$ cat src/rtl/split_arbiter.sv
// split_arbiter: round-robin share of one DATA_W -> DATA_W/2 split path.
// The granted word is held, then emitted as low half followed by high half
// on a single valid/ready beat stream.
module split_arbiter #(
   parameter int unsigned NUM_REQ = 4,
   parameter int unsigned DATA_W  = 32,
   localparam int unsigned HW     = DATA_W / 2,
   localparam int unsigned SRC_W  = $clog2(NUM_REQ)
) (
   input  logic                      clock,
   input  logic                      reset_n,
   input  logic [NUM_REQ-1:0]        req_valid,
   input  logic [NUM_REQ*DATA_W-1:0] req_data,
   output logic [NUM_REQ-1:0]        req_ready,
   output logic                      out_valid,
   output logic [HW-1:0]             out_data,
   output logic                      out_last,
   output logic [SRC_W-1:0]          out_src,
   input  logic                      out_ready,
   output logic                      busy
);

   typedef enum logic [1:0] {
      IDLE    = 2'd0,
      SEND_LO = 2'd1,
      SEND_HI = 2'd2
   } state_e;

   state_e              state_q, state_d;
   logic [DATA_W-1:0]   hold_q, hold_d;
   logic [SRC_W-1:0]    last_grant_q, last_grant_d;
   logic [SRC_W-1:0]    out_src_q, out_src_d;
   logic                out_valid_q, out_valid_d;
   logic                out_last_q, out_last_d;
   logic [HW-1:0]       out_data_q, out_data_d;
   logic                busy_q, busy_d;

   logic                grant_found;
   logic [SRC_W-1:0]    grant_idx;

   // Round-robin search: first valid requester after last_grant, wrapping.
   always_comb begin : rr_search
      int unsigned idx;
      grant_found = 1'b0;
      grant_idx   = '0;
      idx         = 0;
      for (int unsigned k = 1; k <= NUM_REQ; k++) begin
         idx = (32'(last_grant_q) + k) % NUM_REQ;
         if (!grant_found && req_valid[SRC_W'(idx)]) begin
            grant_found = 1'b1;
            grant_idx   = SRC_W'(idx);
         end
      end
   end

   // Next-state, capture and registered-output next values.
   always_comb begin
      state_d      = state_q;
      hold_d       = hold_q;
      last_grant_d = last_grant_q;
      out_src_d    = out_src_q;
      req_ready    = '0;

      case (state_q)
         IDLE: begin
            if (grant_found) begin
               req_ready    = NUM_REQ'(1) << grant_idx;
               hold_d       = req_data[32'(grant_idx)*DATA_W +: DATA_W];
               out_src_d    = grant_idx;
               last_grant_d = grant_idx;
               state_d      = SEND_LO;
            end
         end
         SEND_LO: begin
            if (out_ready) begin
               state_d = SEND_HI;
            end
         end
         SEND_HI: begin
            if (out_ready) begin
               state_d = IDLE;
            end
         end
         default: begin
            state_d = IDLE;
         end
      endcase

      out_valid_d = (state_d != IDLE);
      busy_d      = (state_d != IDLE);
      out_last_d  = (state_d == SEND_HI);
      if (state_d == SEND_LO) begin
         out_data_d = hold_d[HW-1:0];
      end else if (state_d == SEND_HI) begin
         out_data_d = hold_d[DATA_W-1:HW];
      end else begin
         out_data_d = '0;
      end
   end

   // State, hold register and output registers; reset aborts any word.
   always_ff @(posedge clock or negedge reset_n) begin
      if (!reset_n) begin
         state_q      <= IDLE;
         hold_q       <= '0;
         last_grant_q <= SRC_W'(NUM_REQ - 1);
         out_src_q    <= '0;
         out_valid_q  <= 1'b0;
         out_last_q   <= 1'b0;
         out_data_q   <= '0;
         busy_q       <= 1'b0;
      end else begin
         state_q      <= state_d;
         hold_q       <= hold_d;
         last_grant_q <= last_grant_d;
         out_src_q    <= out_src_d;
         out_valid_q  <= out_valid_d;
         out_last_q   <= out_last_d;
         out_data_q   <= out_data_d;
         busy_q       <= busy_d;
      end
   end

   assign out_valid = out_valid_q;
   assign out_data  = out_data_q;
   assign out_last  = out_last_q;
   assign out_src   = out_src_q;
   assign busy      = busy_q;

endmodule

$ cat config.mk
export PLATFORM = sky130hd
export DESIGN_NAME = split_arbiter
export DESIGN_NICKNAME = d
export VERILOG_FILES = /design/src/rtl/split_arbiter.sv
export SDC_FILE = /design/constraint.sdc
export NUM_CORES = 1
export LEC_CHECK = 0
export CORE_AREA = 2 2 71 141
export CTS_CLUSTER_DIAMETER = 150
export CTS_CLUSTER_SIZE = 10
export DETAILED_ROUTE_END_ITERATION = 6
export DIE_AREA = 0 0 73 143
export PLACE_DENSITY = 0.8
export SLEW_MARGIN = 40
export SYNTH_ARGS = -nofsm -noshare
export SYNTH_HDL_FRONTEND = slang
export SYNTH_SLANG_ARGS = --single-unit
$ cat constraint.sdc
create_clock -name clock -period 6.65 [get_ports clock]
set_input_delay 1.995 -clock clock [delete_from_list [all_inputs] [get_ports clock]]
set_output_delay 1.995 -clock clock [all_outputs]
set_load 0.05 [all_outputs]
Yosys cells after proc, flatten, opt, wreduce, memory -nomap -nowiden
Cells that the tools add are included.
Widths: inputs -> output; s select.
- register bits after elaboration: 56
- input port bits: 135
- logic and storage cells: 56
- $add $sub $neg: 4
- order comparisons: 4
- equal/unequal tests: 4
- shift-type cells: 2
- muxes and demuxes: 26
- reductions and logical operators: 9
- operators with widths (kind ; count):
    $shiftx 128x8->32 ; 1
    $mux 32 ; 2
    $mux 16 ; 2
    $mux 2 ; 7
    $lt 2x3->1 const B ; 4
    $bmux 1 s2 ; 4
    $mux 1 ; 8
    $mux 4 ; 2
    $pmux 2 s3 ; 1
    $add 2x1->2 const B ; 2
    $add 2x2->2 const B ; 2
    $eq 2x1->1 const B ; 2
    $eq 2x2->1 const B ; 2
    $shl 1x2->4 const A ; 1
    $logic_and 1x1->1 ; 3
    $logic_not 1->1 ; 3
    $logic_not 2->1 ; 1
    $reduce_and 2->1 ; 1
    $reduce_bool 2->1 ; 1

Longest topological paths before layout
Gate-level depths: netlist (run 1).
- word-level depth: 18
- depth in mapped cells: 8
- gate-level depth less buffers: 5

Worst setup path before layout (run 1)
OpenSTA, ideal clock, no wires.
- path kind: input port to output port
- from: in req_valid[1]
- to: out req_ready[0]
- arrival time: 3744 ps
- required time: 4655 ps
- slack: 911 ps
- cell stages on the path: 7
- cells stage by stage: nor2b_4 o21a_1 buf_4 clkbuf_1 a211oi_1 nand2_1 nor2_1
- word-level cells in the longest chain between the ends: 15
- elaborated cells on any way between the ends: 25
- classes of those cells: 1 x shift; 18 x mux; 6 x reduce/logical
- ends and longest elaborated chain (what ; RTL line ; text):
    start, declared ; 12 ; input logic [NUM_REQ-1:0] req_valid,
    $bmux 1 s2 ; 49 ; if (!grant_found && req_valid[SRC_W'(idx)]) begin
    $mux 1 (not written as such) ; 49 ;
    $mux 1 ; 49 ;
    $logic_not 1->1 ; 49 ;
    $logic_and 1x1->1 ; 49 ;
    $mux 1 ; 49 ;
    $logic_not 1->1 ; 49 ;
    $logic_and 1x1->1 ; 49 ;
    $mux 1 ; 49 ;
    $logic_not 1->1 ; 49 ;
    $logic_and 1x1->1 ; 49 ;
    $mux 2 ; 49 ;
    $shl 1x2->4 ; 67 ; req_ready = NUM_REQ'(1) << grant_idx;
    $mux 4 (*) ; 66 ; if (grant_found) begin
    $mux 4 (*) ; 64 ; case (state_q)
    end, declared ; 14 ; output logic [NUM_REQ-1:0] req_ready,
Mark *: on every way between the ends. The rest lies on a longest branch, timed or not. The select of a mux whose other input is x is not followed.

Final worst setup path (run 1)
- from: in req_valid[3]
- to: out req_ready[0]
Same word-level chain as after synthesis.

==> run summary, run 1 <==
Status: completed
Worst EP arrival: 4.00 ns
Avg Cell Area, Syn: 10.2 um^2
Post_cts resized: 0
RSZ-0062 raised after global routing: false
EDFF count, synth: 0
Area post-placement: 5130 um^2
VDD IR max: 0.202 mV
Worst R2R Start: last_grant_q[0]
Hold_buf cts: 0
Yosys cell types: 35
Nets: 617
CP max FO: 6
Post-layout min period: 6.00 ns
Die W: 73 um
Wirelength per Cell: 18.4 um
# Post-CTS Setup Buffers: 0
Total CTS buffers: 5
DRT Wirelength: 10.8 mm
CP required: 4.66 ns
Hold worst-path end: hold_q[5]
CP endpoint kind: output pin
GPL Wtd Cong: 0.818
Via/cell ratio: 5.77
Register-to-register setup slack: 4.03 ns
Number of global-route vias before repair: 3,401
Reg2reg path depth: 7
Reg-to-reg critical path endpoint: hold_q[16]
Cell Area, Synth: 3460 um^2
Initial antenna violation count: 0
Setup Skew: 0.00531 ns
First DRT Iteration DRCs: 309
Final hold violations: 0
Synth warn: 0
Fmax: 167 MHz
Port bufs: 159
Final setup viols: 0
Root buf cell: clkbuf_16
Routed Antenna Nets: 0
Standard-cell rows: 50
Critical Setup Path Class: in2out
Fraction of layout cells with a size suffix above 1: 6.83%
Num ports: 160
Syn Nets: 475
Hold path startpoint: hold_q[5]
Antenna Cells: 0
Slew @ Worst Pin: 0.770 ns
Hold crit path type: reg2reg
Final Max Slew Viols: 0
Power per cell area: 416 nW/um^2
CTS H-tree depth: 2
Async S/R FF share, synth: 100%
Clock buffer depth: 2
Multi-input gate area: 1920 um^2
Effective utilization at floorplan: 37.2%
Fillcell total: 788
Via Count: 3,387
Startpoint types: input port
Prevailing post-synth register cell: dfrtp_1
CTS tree: done
Largest net degree at the start of global routing: 57
Fin area: 5300 um^2
Reg area: 1400 um^2
First-pass GRT wire length: 16.5 mm
Maxcap violations: 0
Worst relative slew slack: 48.6%
Cell Count, Final, Fillers Out: 587
Period utilisation layout: 90.2%
GRT Overall Usage: 20.1%
Clk Latency, worst-skew pair: 0.30 ns
Dpl cells: 579
Register bit total from synthesis: 56
Area grow syn2layout: 53.0%
Overall die height: 143 um
Core Area: 9320 um^2
DIE AREA: 10,400 um^2
# DRC: 0
DP HPWL: 8.30 mm
Post-synthesis sequential area ratio: 40.5%
Clock sinks: 56
Synthesized instance count: 340
Setup TNS: 0 ns
Grt ovf: 0
Hold Crit Depth: 2
Static leakage: 2.19 nW
First-pass iteration count of the detailed router: 4
CTS clk-pin slew, worst paths: 0.07 ns
cell usage after synthesis (all sizes together), types with 4 or more instances:
cell / number / area [um^2]
nor2: 23 / 86.3
buf: 11 / 90.1
o21a: 4 / 30.0
dfrtp: 54 / 1350
nand2: 22 / 82.6
a21oi: 34 / 181
o221ai: 32 / 280
clkbuf: 22 / 82.6
a221o: 16 / 160
o211ai: 17 / 128
mux2i: 48 / 480
o31ai: 16 / 120
mux2: 16 / 180
cell type report:
cell class	count	area share (%)
timing repair buffer	168	31.6
sequential	56	26.5
clock buffer	6	2.43
inverter	1	0.0708
clock inverter	2	0.732
multi-input combinational	250	36.2
tap	104	2.46
power breakdown:
group	switching, mW	internal (mW)	total, mW	leakage, nW
registers	0.111	0.512	0.624	0.693
clock network	0.123	0.179	0.302	0.0815
logic	0.747	0.532	1.28	1.42
routing by layer:
layer	vias to the layer above	GRT usage [%]	part of all wire (%)
met2	142	37.5	55
met4	0	9.84	3.6
met1	1602	21.5	36
met5	-	0	0
li1	1620	-	-
met3	23	2.19	4.8
placed cells by master (no fill, tap or decap), drive strengths merged:
master         instances
and3                   1
o221ai                32
o31ai                 16
nand2b                 3
mux2i                 48
bufinv                 1
dfstp                  2
nand2                 22
nor2b                  3
nand3                  1
o21ai                  2
a211oi                 2
buf                   15
and2                   1
nor2                  23
nor3b                  1
inv                    2
o211ai                17
nor3                   3
o21a                   4
dfrtp                 54
a221o                 16
clkdlybuf4s50        153
a21oi                 34
or3                    1
o21bai                 2
nor4                   1
clkbuf                 6
or2                    1
mux2                  16
critical path: stages:
cell	delay, ns
clkdlybuf4s50_1	0.58
nor4_1	0.12
nor3_1	0.56
nand2_1	0.26
nor2_1	0.30
buf_12	0.18
worst max-delay path by stage:
stage / start / endpoint / slack, ns / depth (start not counted)
floorplan: req_valid[1] / req_ready[0] / 0.91 / 7
global placement: req_valid[1] / req_ready[2] / 0.96 / 7
detailed placement: req_valid[3] / req_ready[0] / 0.71 / 6
CTS: req_valid[3] / req_ready[0] / 0.72 / 6
global route: req_valid[3] / req_ready[0] / 0.54 / 6
finish: req_valid[3] / req_ready[0] / 0.65 / 6
state kept, by name (all words and copies together), names as in the netlist:
name / count
hold_q: 32
out_data: 16
last_grant_q: 2
out_src: 2
state_q: 2
busy: 1
out_last: 1
per-stage QoR:
stage / setup WS [ns] / hold WS (ns) / utilization, % / total power, mW
6_report: 0.655 / 0.493 / 56.9 / 2.21
5_1_grt: 0.540 / 0.513 / 56.9 / 2.33
4_1_cts: 0.719 / 0.496 / 56.9 / 2.22
3_5_place_dp: 0.712 / 0.478 / 55.1 / 1.91
3_3_place_gp: 0.960 / 0.467 / 54.9 / 1.86
2_1_floorplan: 0.911 / 0.455 / - / 1.51
kinds of logic after synthesis:
group           after synthesis  share of synthesized area [%]
compound gates              125                           27.1
buf+inv                      34                           5.09
flops                        56                           40.5
mux                          64                           19.1
simple gates                 61                           8.20
Note: power is estimated with default switching activity, not from simulation.
==> run 2: changes to the inputs <==
--- a/config.mk
+++ b/config.mk
@@ -5,11 +5,11 @@
 export SDC_FILE = /design/constraint.sdc
 export NUM_CORES = 1
 export LEC_CHECK = 0
-export CORE_AREA = 2 2 71 141
+export CORE_AREA = 2 2 91 110
 export CTS_CLUSTER_DIAMETER = 150
 export CTS_CLUSTER_SIZE = 10
 export DETAILED_ROUTE_END_ITERATION = 6
-export DIE_AREA = 0 0 73 143
+export DIE_AREA = 0 0 93 112
 export PLACE_DENSITY = 0.8
 export SLEW_MARGIN = 40
 export SYNTH_ARGS = -nofsm -noshare
==> run 2 against run 1 <==
- via count shrank 1.6%
- final cell count grew 2.9%
- routed wire length shrank 6.0%
- non-clock buffer count shrank 2
- critical endpoint unchanged
- global-route usage shrank 0.76 points
- utilization shrank 0.20 points
- first-iteration DRC count shrank 73%
==> run summary, run 2 (synthesis results as in run 1) <==
Status: completed (unchanged)
Most flops, register: hold_q (unchanged)
Period utilisation layout: 93.8% (was 90.2%)
VDD IR max: 0.210 mV (was 0.202 mV)
Port bufs: 159 (unchanged)
Antenna Cells: 0 (unchanged)
CTS H-tree depth: 2 (unchanged)
RSZ-0062 raised after global routing: false (unchanged)
CP max FO: 18 (was 6)
Core Area: 9370 um^2 (was 9320 um^2)
Worst EP arrival: 4.24 ns (was 4.00 ns)
Post-layout min period: 6.24 ns (was 6.00 ns)
Total CTS buffers: 5 (unchanged)
CP Cell Sequence: clkdlybuf4s50_1, nor2b_1, o21a_1, a211oi_1, nand2_1, nor2_1, buf_12 (was clkdlybuf4s50_1, nor4_1, nor3_1, nand2_1, nor2_1, buf_12)
Worst relative slew slack: 47.3% (was 48.6%)
# Post-CTS Setup Buffers: 0 (unchanged)
Hold_buf cts: 0 (unchanged)
Setup Skew: 0.00550 ns (was 0.00531 ns)
Fin area: 5310 um^2 (was 5300 um^2)
Hold path startpoint: out_src[1] (was hold_q[5])
GPL Wtd Cong: 0.799 (was 0.818)
Slew @ Worst Pin: 0.789 ns (was 0.770 ns)
Max incr delay on CP: 0.52 ns (was 0.58 ns)
Num ports: 160 (unchanged)
Clock buffer depth: 2 (unchanged)
Largest net degree at the start of global routing: 57 (unchanged)
Standard-cell rows: 39 (was 50)
Grt ovf: 0 (unchanged)
Via Count: 3,333 (was 3,387)
Overall die height: 112 um (was 143 um)
Nets: 615 (was 617)
Wirelength per Cell: 16.8 um (was 18.4 um)
Final setup viols: 0 (unchanged)
Startpoint types: input port (unchanged)
Dpl cells: 596 (was 579)
Commonest non-fill, non-tap cell in the layout: clkdlybuf4s50_1 (unchanged)
Bufs and invs on worst path: 2 (unchanged)
GRT Overall Usage: 19.4% (was 20.1%)
Final hold violations: 0 (unchanged)
Clk Latency, worst-skew pair: 0.28 ns (was 0.30 ns)
DP HPWL: 7.79 mm (was 8.30 mm)
First-pass iteration count of the detailed router: 5 (was 4)
Area grow syn2layout: 53.2% (was 53.0%)
DIE AREA: 10,400 um^2 (about the same)
Slowest CP cell: clkdlybuf4s50_1 (unchanged)
Hold crit path type: reg2reg (unchanged)
Clock sinks: 56 (unchanged)
First-pass GRT wire length: 16.7 mm (was 16.5 mm)
Maxcap violations: 0 (unchanged)
Die W: 93 um (was 73 um)
First DRT Iteration DRCs: 84 (was 309)
Effective utilization at floorplan: 37.0% (was 37.2%)
Setup TNS: 0 ns (unchanged)
Number of global-route vias before repair: 3,455 (was 3,401)
Via/cell ratio: 5.52 (was 5.77)
Power per cell area: 407 nW/um^2 (was 416 nW/um^2)
Worst R2R Start: last_grant_q[0] (unchanged)
Initial antenna violation count: 0 (unchanged)
CP endpoint kind: output pin (unchanged)
CTS clk-pin slew, worst paths: 0.07 ns (about the same)
Routed Antenna Nets: 0 (unchanged)
DRT Wirelength: 10.2 mm (was 10.8 mm)
Fin util: 56.7% (was 56.9%)
Post_cts resized: 0 (unchanged)
Hold WS: 0.481 ns (was 0.493 ns)
Area post-placement: 5150 um^2 (was 5130 um^2)
# DRC: 0 (unchanged)
Critical Setup Path Class: in2out (unchanged)
Final Max Slew Viols: 0 (unchanged)
Most frequent cells in the layout: clkdlybuf4s50_1, dfrtp_1, mux2i_1 (unchanged)
Static leakage: 2.17 nW (was 2.19 nW)
Crit. Startpoint: req_valid[3] (unchanged)
Fraction of layout cells with a size suffix above 1: 6.24% (was 6.83%)
Fmax: 160 MHz (was 167 MHz)
Cell Count, Final, Fillers Out: 604 (was 587)
Largest delay share family, worst path: compound AO/OA/AOI/OAI gates (was simple AND/OR/NAND/NOR gates)
CP required: 4.66 ns (about the same)
CTS tree: done (unchanged)
Max reg flops: 32 (unchanged)
Root buf cell: clkbuf_16 (unchanged)
==> run 2: path summary, 6_finish.rpt <==
check,endpoint,slack [ns],depth (start not counted)
min in group asynchronous,out_data[8],1.83,2
min reg2reg,out_src[1],0.48,2
max reg2reg,hold_q[26],4.03,6
max in group asynchronous,hold_q[18],4.36,2
min,out_src[1],0.48,2
max,req_ready[0],0.41,7
==> run 2: power breakdown <==
group | switching [mW] | total [mW] | leakage [nW] | internal (mW)
logic | 0.738 | 1.27 | 1.41 | 0.532
clock network | 0.109 | 0.259 | 0.0701 | 0.150
registers | 0.116 | 0.629 | 0.693 | 0.513
total | 0.964 | 2.16 | 2.17 | 1.19
==> run 2: per-layer routing <==
metal / GRT usage [%] / wire length (um) / vias up
li1: - / - / 1609
met3: 2.64 / 523 / 10
met4: 5.59 / 131 / 0
met2: 33.9 / 5170 / 118
met1: 24.8 / 4340 / 1596
met5: 0 / 0 / -
==> run 2: worst min-delay path, stage by stage, from the launching register on <==
cell     delay [ns]
dfrtp_1        0.34
nand2_1        0.05
nand2_1        0.06
==> run 2: through the flow <==
stage | setup slack, ns | total power, mW
detailed placement | 0.504 | 1.90
finish | 0.414 | 2.16
floorplan | 0.911 | 1.51
global placement | 0.632 | 1.86
global route | 0.274 | 2.30
CTS | 0.482 | 2.17
==> run 2: final cells by class <==
type	instances	area [um^2]
clock buffer	7	143
clock inverter	1	7.51
fill	841	4060
inverter	1	3.75
multi-input combinational	250	1920
sequential	56	1400
tap	123	154
timing repair buffer	166	1680
==> run 3: changes to the inputs <==
==> constraint.sdc (replaced) <==
create_clock -name clock -period 6.65 [get_ports clock]
set_input_delay 0.9975 -clock clock [delete_from_list [all_inputs] [get_ports clock]]
set_output_delay 0.9975 -clock clock [all_outputs]
set_load 0.05 [all_outputs]
==> run 3 against run 2 <==
- fmax increased by 29%
- design area decreased by 1.4%
- total power decreased by 1.4%
- clock power decreased by 3%
- combinational power about the same
- critical path type unchanged
- critical endpoint is now req_ready[1]
==> run summary, run 3 (synthesis results as in run 1) <==
Power per cell area: 407 nW/um^2 (about the same)
Final hold violations: 0 (unchanged)
Hold worst-path end: out_src[1] (unchanged)
Period utilisation layout: 72.9% (was 93.8%)
Max reg flops: 32 (unchanged)
Setup TNS: 0 ns (unchanged)
Core Area: 9370 um^2 (unchanged)
Worst relative slew slack: 49.5% (was 47.3%)
CP endpoint kind: output pin (unchanged)
Cell Count, Final, Fillers Out: 601 (was 604)
Clk Latency, worst-skew pair: 0.29 ns (was 0.28 ns)
CTS H-tree depth: 2 (unchanged)
Clock buffer depth: 2 (unchanged)
Initial antenna violation count: 0 (unchanged)
CP max FO: 33 (was 18)
Startpoint types: input port (unchanged)
Most frequent cells in the layout: clkdlybuf4s50_1, dfrtp_1, mux2i_1 (unchanged)
Clock sinks: 56 (unchanged)
# DRC: 0 (unchanged)
Hold WS: 0.492 ns (was 0.481 ns)
Antenna Cells: 0 (unchanged)
DIE AREA: 10,400 um^2 (unchanged)
Nets: 612 (was 615)
Status: completed (unchanged)
Hold crit path type: reg2reg (unchanged)
Area grow syn2layout: 51.1% (was 53.2%)
Hold_buf cts: 0 (unchanged)
Maxcap violations: 0 (unchanged)
CTS clk-pin slew, worst paths: 0.07 ns (about the same)
Total CTS buffers: 5 (unchanged)
GRT Overall Usage: 18.9% (was 19.4%)
Pwr Total: 2.13 mW (was 2.16 mW)
Number of global-route vias before repair: 3,385 (was 3,455)
CP required: 5.65 ns (was 4.66 ns)
Via/cell ratio: 5.60 (was 5.52)
Worst R2R Start: last_grant_q[0] (unchanged)
Commonest non-fill, non-tap cell in the layout: clkdlybuf4s50_1 (unchanged)
Standard-cell rows: 39 (unchanged)
Crit. Startpoint: req_valid[3] (unchanged)
Max incr delay on CP: 0.83 ns (was 0.52 ns)
Most used cell, CP: clkdlybuf4s50_1
RSZ-0062 raised after global routing: false (unchanged)
Post_cts resized: 0 (unchanged)
Grt ovf: 0 (unchanged)
CTS tree: done (unchanged)
Port bufs: 159 (unchanged)
Post-layout min period: 4.85 ns (was 6.24 ns)
Worst EP arrival: 3.85 ns (was 4.24 ns)
Fmax: 206 MHz (was 160 MHz)
Final Max Slew Viols: 0 (unchanged)
Hold path startpoint: out_src[1] (unchanged)
First-pass GRT wire length: 16.2 mm (was 16.7 mm)
Effective utilization at floorplan: 37.0% (unchanged)
First-pass iteration count of the detailed router: 4 (was 5)
Register-to-register setup slack: 4.04 ns (was 4.03 ns)
Critical Setup Path Class: in2out (unchanged)
Routed Antenna Nets: 0 (unchanged)
Reg2reg path depth: 6 (unchanged)
Num ports: 160 (unchanged)
Static leakage: 2.14 nW (was 2.17 nW)
DP HPWL: 7.91 mm (was 7.79 mm)
Most flops, register: hold_q (unchanged)
Die W: 93 um (unchanged)
Root buf cell: clkbuf_16 (unchanged)
Hold Crit Depth: 2 (unchanged)
CP Cell Sequence: clkdlybuf4s50_1, nor4_1, nor3_1, nand2_2, nor2_1, clkdlybuf4s50_1 (was clkdlybuf4s50_1, nor2b_1, o21a_1, a211oi_1, nand2_1, nor2_1, buf_12)
Overall die height: 112 um (unchanged)
Setup Skew: 0.00986 ns (was 0.00550 ns)
Fraction of layout cells with a size suffix above 1: 5.23% (was 6.24%)
Reg-to-reg critical path endpoint: hold_q[27] (was hold_q[26])
Largest net degree at the start of global routing: 57 (unchanged)
First DRT Iteration DRCs: 155 (was 84)
Via Count: 3,366 (was 3,333)
Final setup viols: 0 (unchanged)
Slowest CP cell: clkdlybuf4s50_1 (unchanged)
VDD IR max: 0.167 mV (was 0.210 mV)
Dpl cells: 593 (was 596)
DRT Wirelength: 10.2 mm (about the same)
Slew @ Worst Pin: 0.756 ns (was 0.789 ns)
# Post-CTS Setup Buffers: 0 (unchanged)
GPL Wtd Cong: 0.847 (was 0.799)
Wirelength per Cell: 17.0 um (was 16.8 um)
## run 3: per-layer routing
| layer | track usage (%) | wire (um) |
|---|---|---|
| met2 | 33.6 | 5210 |
| met1 | 23.8 | 4160 |
| met3 | 2.23 | 650 |
| met4 | 5.98 | 191 |
| met5 | 0 | 0 |
## run 3: worst max-delay path by stage
stage | cells after the start | slack, ns | to
after floorplan | 7 | 2.91 | req_ready[0]
after global placement | 6 | 1.72 | req_ready[1]
after detailed placement | 6 | 1.79 | req_ready[1]
after CTS | 6 | 1.80 | req_ready[1]
after global routing | 6 | 1.59 | req_ready[1]
final | 6 | 1.80 | req_ready[1]
## run 3: layout make-up
| class | instances | area, um^2 |
|---|---|---|
| Fill cell | 838 | 4130 |
| Tap cell | 123 | 154 |
| Inverter | 1 | 3.75 |
| Clock buffer | 7 | 133 |
| Timing Repair Buffer | 163 | 1610 |
| Clock inverter | 1 | 8.76 |
| Sequential cell | 56 | 1400 |
| Multi-Input combinational cell | 250 | 1920 |
## run 3: critical path, delay by kind of cell
| kind | cells | cell delay, ns |
|---|---|---|
| buf+inv | 2 | 1.42 |
| simple gates | 4 | 1.44 |
## run 3: through the flow
stage	worst slack, ns	instance area, um^2	util [%]
detailed placement	1.79	5090	54.3
global route	1.59	5240	55.9
finish	1.80	5240	55.9
global placement	1.72	5080	54.2
CTS	1.80	5230	55.8
floorplan	2.91	3460	-
## run 3: power breakdown
part	internal (mW)	switching, mW
clock network	0.141	0.111
logic	0.510	0.739
registers	0.513	0.115
total	1.16	0.965
